### src/rtl/div_counter_bank.sv
// Multi-channel counter bank for divisibility-checker results, with CTRL/STATUS registers and overflow IRQ.
// Optional build macro DIV_CNT_CLR_ON_RD_EN: a bus read of CNT[i] clears that counter.
module div_counter_bank #(
    parameter int                     REG_ADDR_SZ = 8,
    parameter int                     REG_DATA_SZ = 32,
    parameter int                     NUM_CH      = 4,
    parameter int                     CNT_W       = 16,
    parameter logic [REG_ADDR_SZ-1:0] BASE_ADDR   = REG_ADDR_SZ'(5)
) (
    input  logic                   clk,
    input  logic                   rst_n,
    input  logic [NUM_CH-1:0]      divisible,
    input  logic [NUM_CH-1:0]      result_vld,
    input  logic                   reg_rd_en,
    input  logic                   reg_wr_en,
    input  logic [REG_ADDR_SZ-1:0] reg_addr,
    input  logic [REG_DATA_SZ-1:0] reg_wr_data,
    output logic [REG_DATA_SZ-1:0] reg_rd_data,
    output logic                   ovf_irq
);

    localparam logic [REG_ADDR_SZ-1:0] CTRL_ADDR = BASE_ADDR + REG_ADDR_SZ'(NUM_CH);
    localparam logic [REG_ADDR_SZ-1:0] STAT_ADDR = BASE_ADDR + REG_ADDR_SZ'(NUM_CH + 1);
    localparam logic [CNT_W-1:0]       CNT_MAX   = '1;

    logic [CNT_W-1:0]  cnt_q [NUM_CH];
    logic [CNT_W-1:0]  cnt_d [NUM_CH];
    logic              en_q, en_d;
    logic              sat_q, sat_d;
    logic [NUM_CH-1:0] mask_q, mask_d;
    logic [NUM_CH-1:0] status_q, status_d;
    logic [NUM_CH-1:0] ovf_set;
    logic [NUM_CH-1:0] inc;
    logic [NUM_CH-1:0] cnt_wr;
    logic              ctrl_wr;
    logic              stat_wr;
    logic              unused_wr_data;

    assign unused_wr_data = ^reg_wr_data;
    assign inc     = {NUM_CH{en_q}} & divisible & result_vld;
    assign ctrl_wr = reg_wr_en && (reg_addr == CTRL_ADDR);
    assign stat_wr = reg_wr_en && (reg_addr == STAT_ADDR);

    always_comb begin
        for (int i = 0; i < NUM_CH; i++) begin
            cnt_wr[i] = reg_wr_en && (reg_addr == BASE_ADDR + REG_ADDR_SZ'(i));
        end
    end

`ifdef DIV_CNT_CLR_ON_RD_EN
    logic [NUM_CH-1:0] cnt_rd;

    always_comb begin
        for (int i = 0; i < NUM_CH; i++) begin
            cnt_rd[i] = reg_rd_en && (reg_addr == BASE_ADDR + REG_ADDR_SZ'(i));
        end
    end
`endif

    // Priority per channel: bus write, then read-clear (if built in), then increment.
    always_comb begin
        for (int i = 0; i < NUM_CH; i++) begin
            cnt_d[i]   = cnt_q[i];
            ovf_set[i] = 1'b0;
            if (cnt_wr[i]) begin
                cnt_d[i] = reg_wr_data[CNT_W-1:0];
            end
`ifdef DIV_CNT_CLR_ON_RD_EN
            else if (cnt_rd[i]) begin
                cnt_d[i] = inc[i] ? CNT_W'(1) : '0;
            end
`endif
            else if (inc[i]) begin
                if (cnt_q[i] != CNT_MAX) begin
                    cnt_d[i] = cnt_q[i] + CNT_W'(1);
                end else begin
                    ovf_set[i] = 1'b1;
                    cnt_d[i]   = sat_q ? CNT_MAX : '0;
                end
            end
        end
    end

    // A new overflow outranks a coincident write-1-to-clear on the same bit.
    always_comb begin
        en_d     = ctrl_wr ? reg_wr_data[0] : en_q;
        sat_d    = ctrl_wr ? reg_wr_data[1] : sat_q;
        mask_d   = ctrl_wr ? reg_wr_data[NUM_CH+1:2] : mask_q;
        status_d = (status_q & ~(stat_wr ? reg_wr_data[NUM_CH-1:0] : '0)) | ovf_set;
    end

    always_ff @(posedge clk or negedge rst_n) begin
        if (!rst_n) begin
            for (int i = 0; i < NUM_CH; i++) begin
                cnt_q[i] <= '0;
            end
            en_q     <= 1'b1;
            sat_q    <= 1'b0;
            mask_q   <= '1;
            status_q <= '0;
        end else begin
            for (int i = 0; i < NUM_CH; i++) begin
                cnt_q[i] <= cnt_d[i];
            end
            en_q     <= en_d;
            sat_q    <= sat_d;
            mask_q   <= mask_d;
            status_q <= status_d;
        end
    end

    always_comb begin
        reg_rd_data = '0;
        if (reg_rd_en) begin
            for (int i = 0; i < NUM_CH; i++) begin
                if (reg_addr == BASE_ADDR + REG_ADDR_SZ'(i)) begin
                    reg_rd_data[CNT_W-1:0] = cnt_q[i];
                end
            end
            if (reg_addr == CTRL_ADDR) begin
                reg_rd_data[NUM_CH+1:0] = {mask_q, sat_q, en_q};
            end
            if (reg_addr == STAT_ADDR) begin
                reg_rd_data[NUM_CH-1:0] = status_q;
            end
        end
    end

    assign ovf_irq = |(status_q & mask_q);

endmodule
### config.mk
export PLATFORM = sky130hd
export DESIGN_NAME = div_counter_bank
export DESIGN_NICKNAME = d
export VERILOG_FILES = /design/src/rtl/div_counter_bank.sv
export SDC_FILE = /design/constraint.sdc
export NUM_CORES = 1
export LEC_CHECK = 0
export CAP_MARGIN = 20
export CORE_MARGIN = 8
export CORE_UTILIZATION = 55
export CTS_CLUSTER_SIZE = 20
export DETAILED_ROUTE_END_ITERATION = 16
export GPL_TIMING_DRIVEN = 0
export PLACE_DENSITY = 0.81
export REMOVE_ABC_BUFFERS = 1
export SETUP_SLACK_MARGIN = 0.2
export SYNTH_ARGS = -nofsm -noshare
export SYNTH_HDL_FRONTEND = slang
export SYNTH_SLANG_ARGS = --single-unit
### constraint.sdc
create_clock -name clk -period 3.5 [get_ports clk]
set_input_delay 0.525 -clock clk [delete_from_list [all_inputs] [get_ports clk]]
set_output_delay 0.525 -clock clk [all_outputs]
set_load 0.01 [all_outputs]
* After elaboration in Yosys (flattened, before gate mapping)
Index checks and enable logic that the tools add are counted.
** Operators by class
- $add $sub $neg :: 4
- Equality and inequality tests :: 10
- Multiplexer cells :: 33
- Bitwise gates (word level) :: 6
- Reduce and logical (&&, ||, !) cells :: 11
** Operators by type and width (number)
- 16-bit two-way mux :: 18
- 16-bit by 1-bit adder with 16-bit output (second input constant) :: 4
- 16-bit inequality test (second input constant) :: 4
- 8-bit by 3-bit == test with 1-bit output (second input constant) :: 3
- 8-bit by 4-bit == test with 1-bit output (second input constant) :: 3
- 4-bit AND :: 4
- 1-bit two-way mux :: 12
- 4-bit two-way mux :: 2
- 2-bit nonzero test :: 4
- 1-bit logical AND :: 6
- 6-bit two-way mux :: 1
- 4-bit NOT :: 1
- 4-bit OR :: 1
- 4-bit OR reduction :: 1
** Word-level totals
- Bits in registers :: 74
- Bits of input ports :: 52
- Output and inout port bits :: 33
- Word-level logic and storage cells :: 72

* Logic depth before layout (Yosys ltp)
Gate-level depths: netlist of run 1.
- Word-level depth :: 8
- Depth in mapped cells :: 7
- Gate-level depth less buffers :: 6

* Worst setup path before layout of run 1
No wires, ideal clock.
- Path kind :: in2out
- Start point :: in reg_addr[5]
- End point :: out reg_rd_data[6]
- Arrival time :: 2078 ps
- Data required time :: 2975 ps
- Slack :: 897 ps
- Stages :: 5
- Buffers on the path :: 1
- Path through :: or4_1 nor3_2 buf_2 a222oi_1 a21boi_0
** Between the ends
- Cells in the longest elaborated chain, start to end :: 6
- Elaborated cells between the ends (all ways) :: 9
- Classes of those cells :: eq/ne: 4; mux: 5
** Ends and longest elaborated chain
- start: declaration :: RTL line 16 : input logic [REG_ADDR_SZ-1:0] reg_addr,
- 8-bit by 3-bit == test with 1-bit output :: RTL line 116 : if (reg_addr == BASE_ADDR + REG_ADDR_SZ'(i)) begin
- 16-bit two-way mux (3 in series) :: RTL line 116
- 16-bit two-way mux (*) :: RTL line 116
- 16-bit two-way mux (*) :: RTL line 114 : if (reg_rd_en) begin
- end: declaration :: RTL line 18 : output logic [REG_DATA_SZ-1:0] reg_rd_data,
Every way passes the cells marked *; elsewhere a longest branch is shown, timed or not.

* Worst setup path in the final report of run 1
- Start point :: in reg_addr[5]
- End point :: out reg_rd_data[2]
** Between the ends
- Cells in the longest elaborated chain, start to end :: 8
- Elaborated cells between the ends (all ways) :: 13
- Classes of those cells :: eq/ne: 6; mux: 7
** Ends and longest elaborated chain
- 8-bit by 3-bit == test with 1-bit output :: RTL line 116
- 16-bit two-way mux (4 in series) :: RTL line 116
- 6-bit two-way mux :: RTL line 120 : if (reg_addr == CTRL_ADDR) begin
- 4-bit two-way mux (*) :: RTL line 123 : if (reg_addr == STAT_ADDR) begin
- 16-bit two-way mux (*) :: RTL line 114
Marks and branches as above.

==> metrics, run 1 <==
width of the die 117 µm; commonest cells after routing, fill and taps aside 83 x sky130_fd_sc_hd__nand2_1, 69 x sky130_fd_sc_hd__dfrtp_1, 58 x sky130_fd_sc_hd__nor2_1, 57 x sky130_fd_sc_hd__o21ai_0, 42 x sky130_fd_sc_hd__a21oi_1; hold slack 0.101 ns; synthesis warning total 0; Worst setup startpoint reg_addr[5]; die area 13700 µm²; CTS sink count 74; fraction of final layout cells with drive strength greater than 1 9.49%; final core utilization 63.4%; required time at the endpoint of the critical path 2.97 ns; largest net degree at the start of global routing 46; n_diodes 0; Cell Count Post-Placement 851; global route overflow 0; family of cells with the greatest summed delay on the critical path buffers and inverters; HPWL after detailed placement 13900 µm; Fmax 0.297 GHz; Power Total 2140 µW; clock transition at the registers of the reported paths 0.08 ns; slowest stage delay, CP 0.59 ns; wire length reported by the detailed router 19600 µm; count of final setup violators 0; area of the core 10100 µm²; Main synth FF type sky130_fd_sc_hd__dfrtp_1; effective utilization at floorplan 55.4%; number of endpoints with negative hold slack in the final report 0; Boundary Pins 85; busiest grt layer met2; headroom to the max-slew limit 29.9%; post-synthesis cell type count 66; synthesized cell area 5590 µm²; part of the cycle the worst path needs 96.1%; total via count in the routed design 6075; clock latency reported for the late side of the worst-skew pair 0.36 ns; via density per instance 6.95; number of flops mapped to enable cells by yosys 0; clock period minus worst slack 3.36 ns; clock skew after layout 0.00707 ns; signal arrival time at the worst endpoint 2.84 ns; critical-path cell list clkdlybuf4s50_1 -> nor4_4 -> buf_4 -> nand2_1 -> nor2_2 -> nand2_1 -> a31oi_1 -> clkdlybuf4s50_1; Clock Root Buffer sky130_fd_sc_hd__clkbuf_8; maximum level of the CTS H-tree 3; row count 37; number of nets at the end of the flow 789; CP startpoint kind input port; setup repair after global routing missed its margin yes; Setup WS post-layout 0.137 ns; global routing met3 resource utilization 4.36%; Synth Register Bits 74; maximum vdd ir drop 0.213 mV; most area-consuming cells after synthesis sky130_fd_sc_hd__dfrtp_1 31%, sky130_fd_sc_hd__nand2_1 5.6%, sky130_fd_sc_hd__o21ai_0 5.1%, sky130_fd_sc_hd__nor2_1 4.0%, sky130_fd_sc_hd__a21oi_1 3.8%; type of element capturing the critical path output pin; Total GRT Usage 29.3%; maximum capacitance violations 0; class of the tightest hold or removal check input port to asynchronous set/reset pin; pwr/cell area 334 nW/µm²; final RePlAce weighted congestion 1.00; number of filler cells placed in the layout 895; antenna violations before repair 0; worst slack after detailed placement -0.823 ns; port buffer count 52; cell type contributing the most total cell area after synthesis sky130_fd_sc_hd__dfrtp_1; number of buffers inserted during clock tree synthesis 9; slew at the pin closest to its max-slew limit 1.04 ns; sum of buffers and inverters on the critical path 3; number of pins with negative max-slew slack in the final report 0; post-synthesis area per instance 7.90 µm²; post-detailed-route count of antenna-violating nets 0; run status complete, no violations; number of hold-repair buffers added at the cts stage 0; fraction of synthesized cell area taken by the top area cell type 30.9%; cell with the largest stage delay on the worst path sky130_fd_sc_hd__clkdlybuf4s50_1; average wire per cell in the routed design 22.5 µm; Vert. Die Dim 117 µm; Synth Instances 708; Bufs on Longest Clock Path 2; global routing usage on met2 45.6%; drt first-iter violations 764; reg-to-reg startpoint cnt_q[32]; critical path fanouts, max 5; proportion of register bits with asynchronous set or reset after synthesis 100%; global routing usage on met1 37.9%; detailed-route DRC error count 0; first-pass GRT wire length 30600 µm; post-synthesis to final-layout area growth 14.3%; 1st-pass router iterations 5; leakage power figure 0.00249 µW; vias in the first global route 5635; Finished Layout Cells 874; most frequent standard cell in the layout excluding fill and tap cells sky130_fd_sc_hd__nand2_1; share of the yosys chip area belonging to registers 33.2%; type of the setup path with the least slack input port to output pin; TritonCTS clock tree yes
[cells by family after synthesis]
group | synth area share [%]
adders and majority gates | 0.895
AOI/OAI and AO/OA | 27.8
and+or+nand+nor | 29.6
buffers and inverters | 6.09
other | 0.0670
DFF | 33.2
muxes | 2.37
[synthesized netlist by cell type, types with 7 or more instances]
master,n
sky130_fd_sc_hd__a222oi_1,10
sky130_fd_sc_hd__o21ai_0,57
sky130_fd_sc_hd__buf_2,14
sky130_fd_sc_hd__clkbuf_1,29
sky130_fd_sc_hd__mux2_2,10
sky130_fd_sc_hd__nor2b_1,7
sky130_fd_sc_hd__nand3_1,41
sky130_fd_sc_hd__nor2_1,60
sky130_fd_sc_hd__and2_1,9
sky130_fd_sc_hd__a31oi_1,26
sky130_fd_sc_hd__inv_1,7
sky130_fd_sc_hd__o22ai_1,9
sky130_fd_sc_hd__and4_1,9
sky130_fd_sc_hd__nand2_1,83
sky130_fd_sc_hd__a22oi_1,8
sky130_fd_sc_hd__a22o_1,7
sky130_fd_sc_hd__a21oi_1,42
sky130_fd_sc_hd__or4_1,8
sky130_fd_sc_hd__dfrtp_1,69
sky130_fd_sc_hd__buf_4,16
sky130_fd_sc_hd__a21boi_0,11
sky130_fd_sc_hd__and3_1,25
sky130_fd_sc_hd__o31ai_1,12
sky130_fd_sc_hd__nand4_1,16
sky130_fd_sc_hd__nor3_1,21
[area by class of cell]
type	count	area [µm²]	share of cell area [%]
inverter	7	26.3	0.411
sequential	74	1860	29.1
clock buffer	11	141	2.21
tap	136	170	2.66
clock inverter	5	77.6	1.21
multi-input combinational	580	3510	54.9
timing repair buffer	61	612	9.57
[path summary, 6_finish.rpt]
kind / end / slack, ns / cells past startpoint
max: reg_rd_data[2] / 0.14 / 8
min: cnt_q[19] / 0.10 / 1
max reg2reg: cnt_q[32] / 0.98 / 6
min reg2reg: status_q[3] / 0.56 / 1
max in group asynchronous: cnt_q[35] / 2.81 / 2
min in group clk: status_q[3] / 0.56 / 1
[registers in the layout (all words and copies together) (netlist names)]
| signal | count |
|---|---|
| sat_q | 1 |
| status_q | 4 |
| cnt_q | 64 |
| en_q | 1 |
| mask_q | 4 |
[routing by layer]
layer | up-vias | part of all wire, %
met4 | 0 | 5.5
met5 | - | 0
li1 | 2728 | -
met3 | 85 | 10
met1 | 2860 | 38
met2 | 402 | 46
[power breakdown]
group          switching (µW)  leakage (µW)  internal, µW
Combinational             169       0.00140           141
Clock                     339      0.000109           419
Sequential                142      0.000985           925
[through the flow]
stage,area (µm²),setup TNS (ns)
after floorplan,5340,0
after global placement,6030,-79.02
after detailed placement,6070,-10.27
after CTS,6370,0
after global routing,6390,0
final,6390,0
[repair_timing]
item / CTS / global route
gates resized for setup: 31 / 5
endpoints found under the setup margin: 16 / 3
pin swaps: 4 / 2
buffers inserted: 5 / 2
Power figures use the tool's default switching activity.
==> inputs of run 2 (changes only) <==
--- a/config.mk
+++ b/config.mk
@@ -6,7 +6,6 @@
 export NUM_CORES = 1
 export LEC_CHECK = 0
 export CAP_MARGIN = 20
-export CORE_MARGIN = 8
 export CORE_UTILIZATION = 55
 export CTS_CLUSTER_SIZE = 20
 export DETAILED_ROUTE_END_ITERATION = 16
==> metrics, run 2 (synthesis results as in run 1) <==
run status complete, no violations; Cell Count Post-Placement 848 (-0.35%); critical-path cell list clkdlybuf4s50_1 -> nor4_2 -> buf_4 -> nand2_1 -> nor2_1 -> nand2_1 -> a31oi_1 -> clkdlybuf4s50_1; effective utilization at floorplan 57.0% (+1.5 points); antenna violations before repair 0 (unchanged); largest net degree at the start of global routing 48 (+4.3%); class of the tightest hold or removal check input port to asynchronous set/reset pin; Finished Layout Cells 872 (-0.23%); most frequent standard cell in the layout excluding fill and tap cells sky130_fd_sc_hd__nand2_1; row count 36 (-2.7%); post-detailed-route count of antenna-violating nets 0 (unchanged); type of element capturing the critical path output pin; sum of buffers and inverters on the critical path 3 (unchanged); n_diodes 0 (unchanged); Fmax 0.305 GHz (+2.6%); HPWL after detailed placement 13400 µm (-3.6%); die area 10600 µm² (-23%); Boundary Pins 85 (unchanged); Total GRT Usage 37.2% (+7.9 points); CTS sink count 74 (unchanged); count of final setup violators 0 (unchanged); number of nets at the end of the flow 790 (+0.13%); commonest cells after routing, fill and taps aside 82 x sky130_fd_sc_hd__nand2_1, 69 x sky130_fd_sc_hd__dfrtp_1, 59 x sky130_fd_sc_hd__nor2_1, 57 x sky130_fd_sc_hd__o21ai_0, 42 x sky130_fd_sc_hd__a21oi_1; type of the setup path with the least slack input port to output pin; cell with the largest stage delay on the worst path sky130_fd_sc_hd__clkdlybuf4s50_1; maximum capacitance violations 0 (unchanged); Vert. Die Dim 103 µm (-12%); vias in the first global route 5204 (-7.6%); number of endpoints with negative hold slack in the final report 0 (unchanged); final RePlAce weighted congestion 0.956 (-4.9%); number of hold-repair buffers added at the cts stage 0 (unchanged); maximum level of the CTS H-tree 3 (unchanged); clock period minus worst slack 3.28 ns (-0.0862 ns); average wire per cell in the routed design 21.9 µm (-2.4%); critical path fanouts, max 9 (+4); via density per instance 6.88 (-1.1%); slowest stage delay, CP 0.57 ns (-0.02 ns); TritonCTS clock tree yes; required time at the endpoint of the critical path 2.97 ns (about the same); pwr/cell area 323 nW/µm² (-3.2%); drt first-iter violations 526 (-31%); clock skew after layout 0.0121 ns (+0.00501 ns); CP startpoint kind input port; Clock Root Buffer sky130_fd_sc_hd__clkbuf_8; fraction of final layout cells with drive strength greater than 1 9.34% (-0.15 points); Power Total 2070 µW (-3.0%); post-synthesis to final-layout area growth 14.5%; global route overflow 0 (unchanged); Setup WS post-layout 0.223 ns (+0.0862 ns); part of the cycle the worst path needs 93.6% (-2.5 points); number of buffers inserted during clock tree synthesis 9 (unchanged); port buffer count 52 (unchanged); slew at the pin closest to its max-slew limit 0.810 ns (-0.231 ns); worst slack after detailed placement -0.533 ns (+0.291 ns); maximum vdd ir drop 0.279 mV (+31%); register containing the most flip-flops in the final layout cnt_q; final core utilization 65.2% (+1.9 points); clock latency reported for the late side of the worst-skew pair 0.38 ns (+0.02 ns); 1st-pass router iterations 8 (+3); largest registers in the final layout cnt_q x64, mask_q x4, status_q x4; family of cells with the greatest summed delay on the critical path buffers and inverters; signal arrival time at the worst endpoint 2.75 ns (-0.09 ns); leakage power figure 0.00261 µW (+4.5%); detailed-route DRC error count 0 (unchanged); number of pins with negative max-slew slack in the final report 0 (unchanged); area of the core 9820 µm² (-2.7%); headroom to the max-slew limit 46.0% (+16 points); wire length reported by the detailed router 19100 µm (-2.7%); total via count in the routed design 5996 (-1.3%); clock transition at the registers of the reported paths 0.08 ns (about the same); first-pass GRT wire length 28900 µm (-5.5%); flip-flop count of the largest register, all copies and words added 64 (unchanged); setup repair after global routing missed its margin yes; width of the die 103 µm (-12%); Bufs on Longest Clock Path 2 (unchanged)
## run 2: changes by cell type in the layout (fill, tap and decap cells not counted), sizes merged, moves of 2 or more
cell           before  now
clkdlybuf4s50      33   35
clkbuf             11   16
dlymetal6s2s        2   12
dlygate4sd2        15    3
## run 2: path summary, 6_finish.rpt
path | startpoint | endpoint | slack, ns | cells after the start
min in group clk | status_q[3] | status_q[3] | 0.55 | 1
worst min register to register | status_q[3] | status_q[3] | 0.55 | 1
worst max-delay path | reg_addr[5] | reg_rd_data[0] | 0.22 | 8
worst max register to register | cnt_q[32] | cnt_q[32] | 0.99 | 6
worst min-delay path | rst_n | cnt_q[21] | 0.07 | 1
max in group asynchronous | rst_n | en_q | 2.79 | 2
## run 2: metrics by stage
step	instance area, µm²	hold WS (ns)	TNS, ns
floorplan	5340	0.229	0
finish	6400	0.0743	0
global route	6400	0.0977	0
detailed placement	6060	0.480	-6.22
CTS	6310	0.0804	0
global placement	6020	0.520	-85.50
## run 2: timing repair
item,in CTS,in global routing
gates resized for setup,19,17
cloned,0,1
endpoints found under the setup margin,16,15
pin swaps,3,4
endpoints found under the hold margin,0,0
buffers inserted,1,4
## run 2: power breakdown
group | internal (µW) | switching, µW
registers | 926 | 139
logic | 142 | 167
clock network | 369 | 329
## run 2: worst register-to-register path, delay by kind of cell (launching register included)
family	cells	cell delay (ns)
simple gates	3	1.31
flops	1	0.51
fa+ha+maj	1	0.29
compound gates	2	0.24
## run 2: layout make-up
| type | count | area [µm²] |
|---|---|---|
| Multi-Input combinational cell | 581 | 3510 |
| Clock inverter | 2 | 35.0 |
| Clock buffer | 14 | 163 |
| Tap cell | 133 | 166 |
| Timing Repair Buffer | 61 | 644 |
| Sequential cell | 74 | 1860 |
| Fill cell | 876 | 3410 |
| Inverter | 7 | 26.3 |
## run 2: layer usage
metal  global-route usage [%]  share of wire, %
met1                     48.4                39
met2                     56.6                45
met3                     9.29               9.7
met4                     21.5               6.4
met5                        0                 0
==> inputs of run 3 (changes only) <==
--- a/config.mk
+++ b/config.mk
@@ -6,6 +6,7 @@
 export NUM_CORES = 1
 export LEC_CHECK = 0
 export CAP_MARGIN = 20
+export CORE_MARGIN = 3
 export CORE_UTILIZATION = 55
 export CTS_CLUSTER_SIZE = 20
 export DETAILED_ROUTE_END_ITERATION = 16
==> metrics, run 3 (synthesis results as in run 1) <==
Clk pwr share 32.1% (-1.6 points); reg-to-reg startpoint cnt_q[32]; largest net degree at the start of global routing 43 (-10%); setup repair after global routing missed its margin yes; effective utilization at floorplan 57.0% (unchanged); R2R Setup Slk 1.03 ns (+0.04 ns); TritonCTS clock tree yes; global route overflow 0 (unchanged); total via count in the routed design 6069 (+1.2%); register containing the most flip-flops in the final layout cnt_q; worst slack after detailed placement -0.776 ns (-0.243 ns); number of hold-repair buffers added at the cts stage 0 (unchanged); maximum vdd ir drop 0.259 mV (-7.3%); fraction of final layout cells with drive strength greater than 1 8.70% (-0.64 points); Total GRT Usage 33.7% (-3.5 points); TNS Setup 0 ns (unchanged); 1st-pass router iterations 7 (-1); maximum capacitance violations 0 (unchanged); most frequent standard cell in the layout excluding fill and tap cells sky130_fd_sc_hd__nand2_1; type of element capturing the critical path output pin; Power Internal 1400 µW (-2.9%); pwr/cell area 320 nW/µm² (-1.2%); number of endpoints with negative hold slack in the final report 0 (unchanged); combinational group share of total power 15.2% (+0.3 points); vias in the first global route 5610 (+7.8%); wire length reported by the detailed router 19200 µm (+0.30%); detailed-route DRC error count 0 (unchanged); class of the tightest hold or removal check input port to asynchronous set/reset pin; area of the core 9820 µm² (unchanged); Fmax 0.299 GHz (-2.1%); clock skew after layout 0.0102 ns (-0.00184 ns); Bufs on Longest Clock Path 2 (unchanged); type of the setup path with the least slack input port to output pin; HPWL after detailed placement 13500 µm (+1.5%); critical path fanouts, max 15 (+6); port buffer count 52 (unchanged); Vert. Die Dim 107 µm (+3.9%); Setup WS post-layout 0.155 ns (-0.0688 ns); first-pass GRT wire length 29800 µm (+3.2%); clock latency reported for the late side of the worst-skew pair 0.37 ns (about the same); Register Area 1860 µm² (unchanged); largest registers in the final layout cnt_q x64, mask_q x4, status_q x4; number of nets at the end of the flow 787 (-0.38%); part of the cycle the worst path needs 95.6% (+2.0 points); R2R depth 6 (unchanged); maximum level of the CTS H-tree 3 (unchanged); antenna violations before repair 0 (unchanged); total net switching power 631 µW (-0.63%); signal arrival time at the worst endpoint 2.82 ns (+0.07 ns); final RePlAce weighted congestion 1.00 (+4.7%); number of pins with negative max-slew slack in the final report 0 (unchanged); n_diodes 0 (unchanged); Boundary Pins 85 (unchanged); run status complete, no violations; post-synthesis to final-layout area growth 13.3%; post-detailed-route count of antenna-violating nets 0 (unchanged); die area 11400 µm² (+7.9%); count of final setup violators 0 (unchanged); number of buffers inserted during clock tree synthesis 9 (unchanged); worst flop-to-flop path endpoint cnt_q[32]; row count 36 (unchanged); drt first-iter violations 921 (+75%); CTS sink count 74 (unchanged); headroom to the max-slew limit 33.1% (-13 points); slew at the pin closest to its max-slew limit 0.994 ns (+0.184 ns); via density per instance 6.98 (+1.6%); commonest cells after routing, fill and taps aside 83 x sky130_fd_sc_hd__nand2_1, 69 x sky130_fd_sc_hd__dfrtp_1, 58 x sky130_fd_sc_hd__nor2_1, 57 x sky130_fd_sc_hd__o21ai_0, 42 x sky130_fd_sc_hd__a21oi_1; combined area of the multi-input logic cells 3500 µm² (-0.21%); clock period minus worst slack 3.35 ns (+0.0688 ns); average wire per cell in the routed design 22.1 µm (+0.65%); sequential cell fraction of total power 52.8% (+1.4 points); width of the die 107 µm (+3.9%); required time at the endpoint of the critical path 2.97 ns (about the same); CP startpoint kind input port; Clock Root Buffer sky130_fd_sc_hd__clkbuf_8; number of filler cells placed in the layout 860 (-1.8%); share of total power consumed by net switching 31.1% (+0.48 points); leakage power figure 0.00253 µW (-2.9%); flip-flop count of the largest register, all copies and words added 64 (unchanged); clock transition at the registers of the reported paths 0.07 ns (about the same); hold slack 0.0994 ns (+0.0251 ns)
==> run 3: cell types whose count changed in the layout (fill, tap and decap cells not counted), sizes merged <==
cell,before,now
dlygate4sd2,3,10
dlymetal6s2s,12,7
clkbuf,16,13
clkdlybuf4s50,35,33
buf,9,8
clkdlybuf4s15,0,1
clkinv,1,2
nor2,62,61
==> run 3: layout make-up <==
cell class	count	share of cell area (%)
multi-input combinational	580	55.3
sequential	74	29.3
timing repair buffer	59	9.53
tap	133	2.63
clock buffer	13	2.19
clock inverter	3	0.632
inverter	7	0.415
==> run 3: routing by layer <==
metal | vias to the layer above | GRT usage (%) | part of all wire (%)
met5 | - | 0 | 0
met2 | 376 | 51.9 | 46
met4 | 0 | 18.4 | 5.6
met1 | 2881 | 44.0 | 38
li1 | 2719 | - | -
met3 | 93 | 7.71 | 11
==> run 3: worst max path at each step <==
stage,start,end,cells past startpoint
floorplan,reg_addr[5],reg_rd_data[10],5
global placement,reg_addr[5],reg_rd_data[6],7
detailed placement,reg_addr[4],reg_rd_data[7],7
CTS,reg_addr[5],reg_rd_data[7],7
global route,reg_addr[5],reg_rd_data[12],7
finish,reg_addr[5],reg_rd_data[12],7
==> run 3: power groups by stage <==
| stage | sequential [µW] | combinational [µW] | clock [µW] |
|---|---|---|---|
| 2_1_floorplan | 1020 | 171 | 0 |
| 3_3_place_gp | 1070 | 281 | 0 |
| 3_5_place_dp | 1070 | 296 | 0 |
| 4_1_cts | 1060 | 303 | 660 |
| 5_1_grt | 1080 | 342 | 692 |
| 6_report | 1070 | 308 | 649 |
==> run 3: worst max-delay path, stage by stage <==
cell and delay, ns:
sky130_fd_sc_hd__clkdlybuf4s50_1 0.46, sky130_fd_sc_hd__or4_4 0.62, sky130_fd_sc_hd__nor3_4 0.18, sky130_fd_sc_hd__buf_12 0.17, sky130_fd_sc_hd__a222oi_1 0.07, sky130_fd_sc_hd__a21boi_0 0.21
sky130_fd_sc_hd__clkdlybuf4s50_1 0.58
==> run 3: through the flow <==
| stage | instance area (µm²) | std cells | total power, µW | util, % |
|---|---|---|---|---|
| after floorplan | 5340 | 661 | 1190 | - |
| after global placement | 6020 | 846 | 1350 | 61.3 |
| after detailed placement | 6050 | 847 | 1370 | 61.6 |
| after CTS | 6310 | 868 | 2020 | 64.2 |
| after global routing | 6340 | 869 | 2110 | 64.6 |
| final | 6340 | 869 | 2030 | 64.6 |
==> run 3: repair_timing <==
item	CTS	global route
pin swaps	2	3
setup buffers	5	0
gates cloned	0	0
setup endpoints to repair	16	8
gates resized for setup	27	9
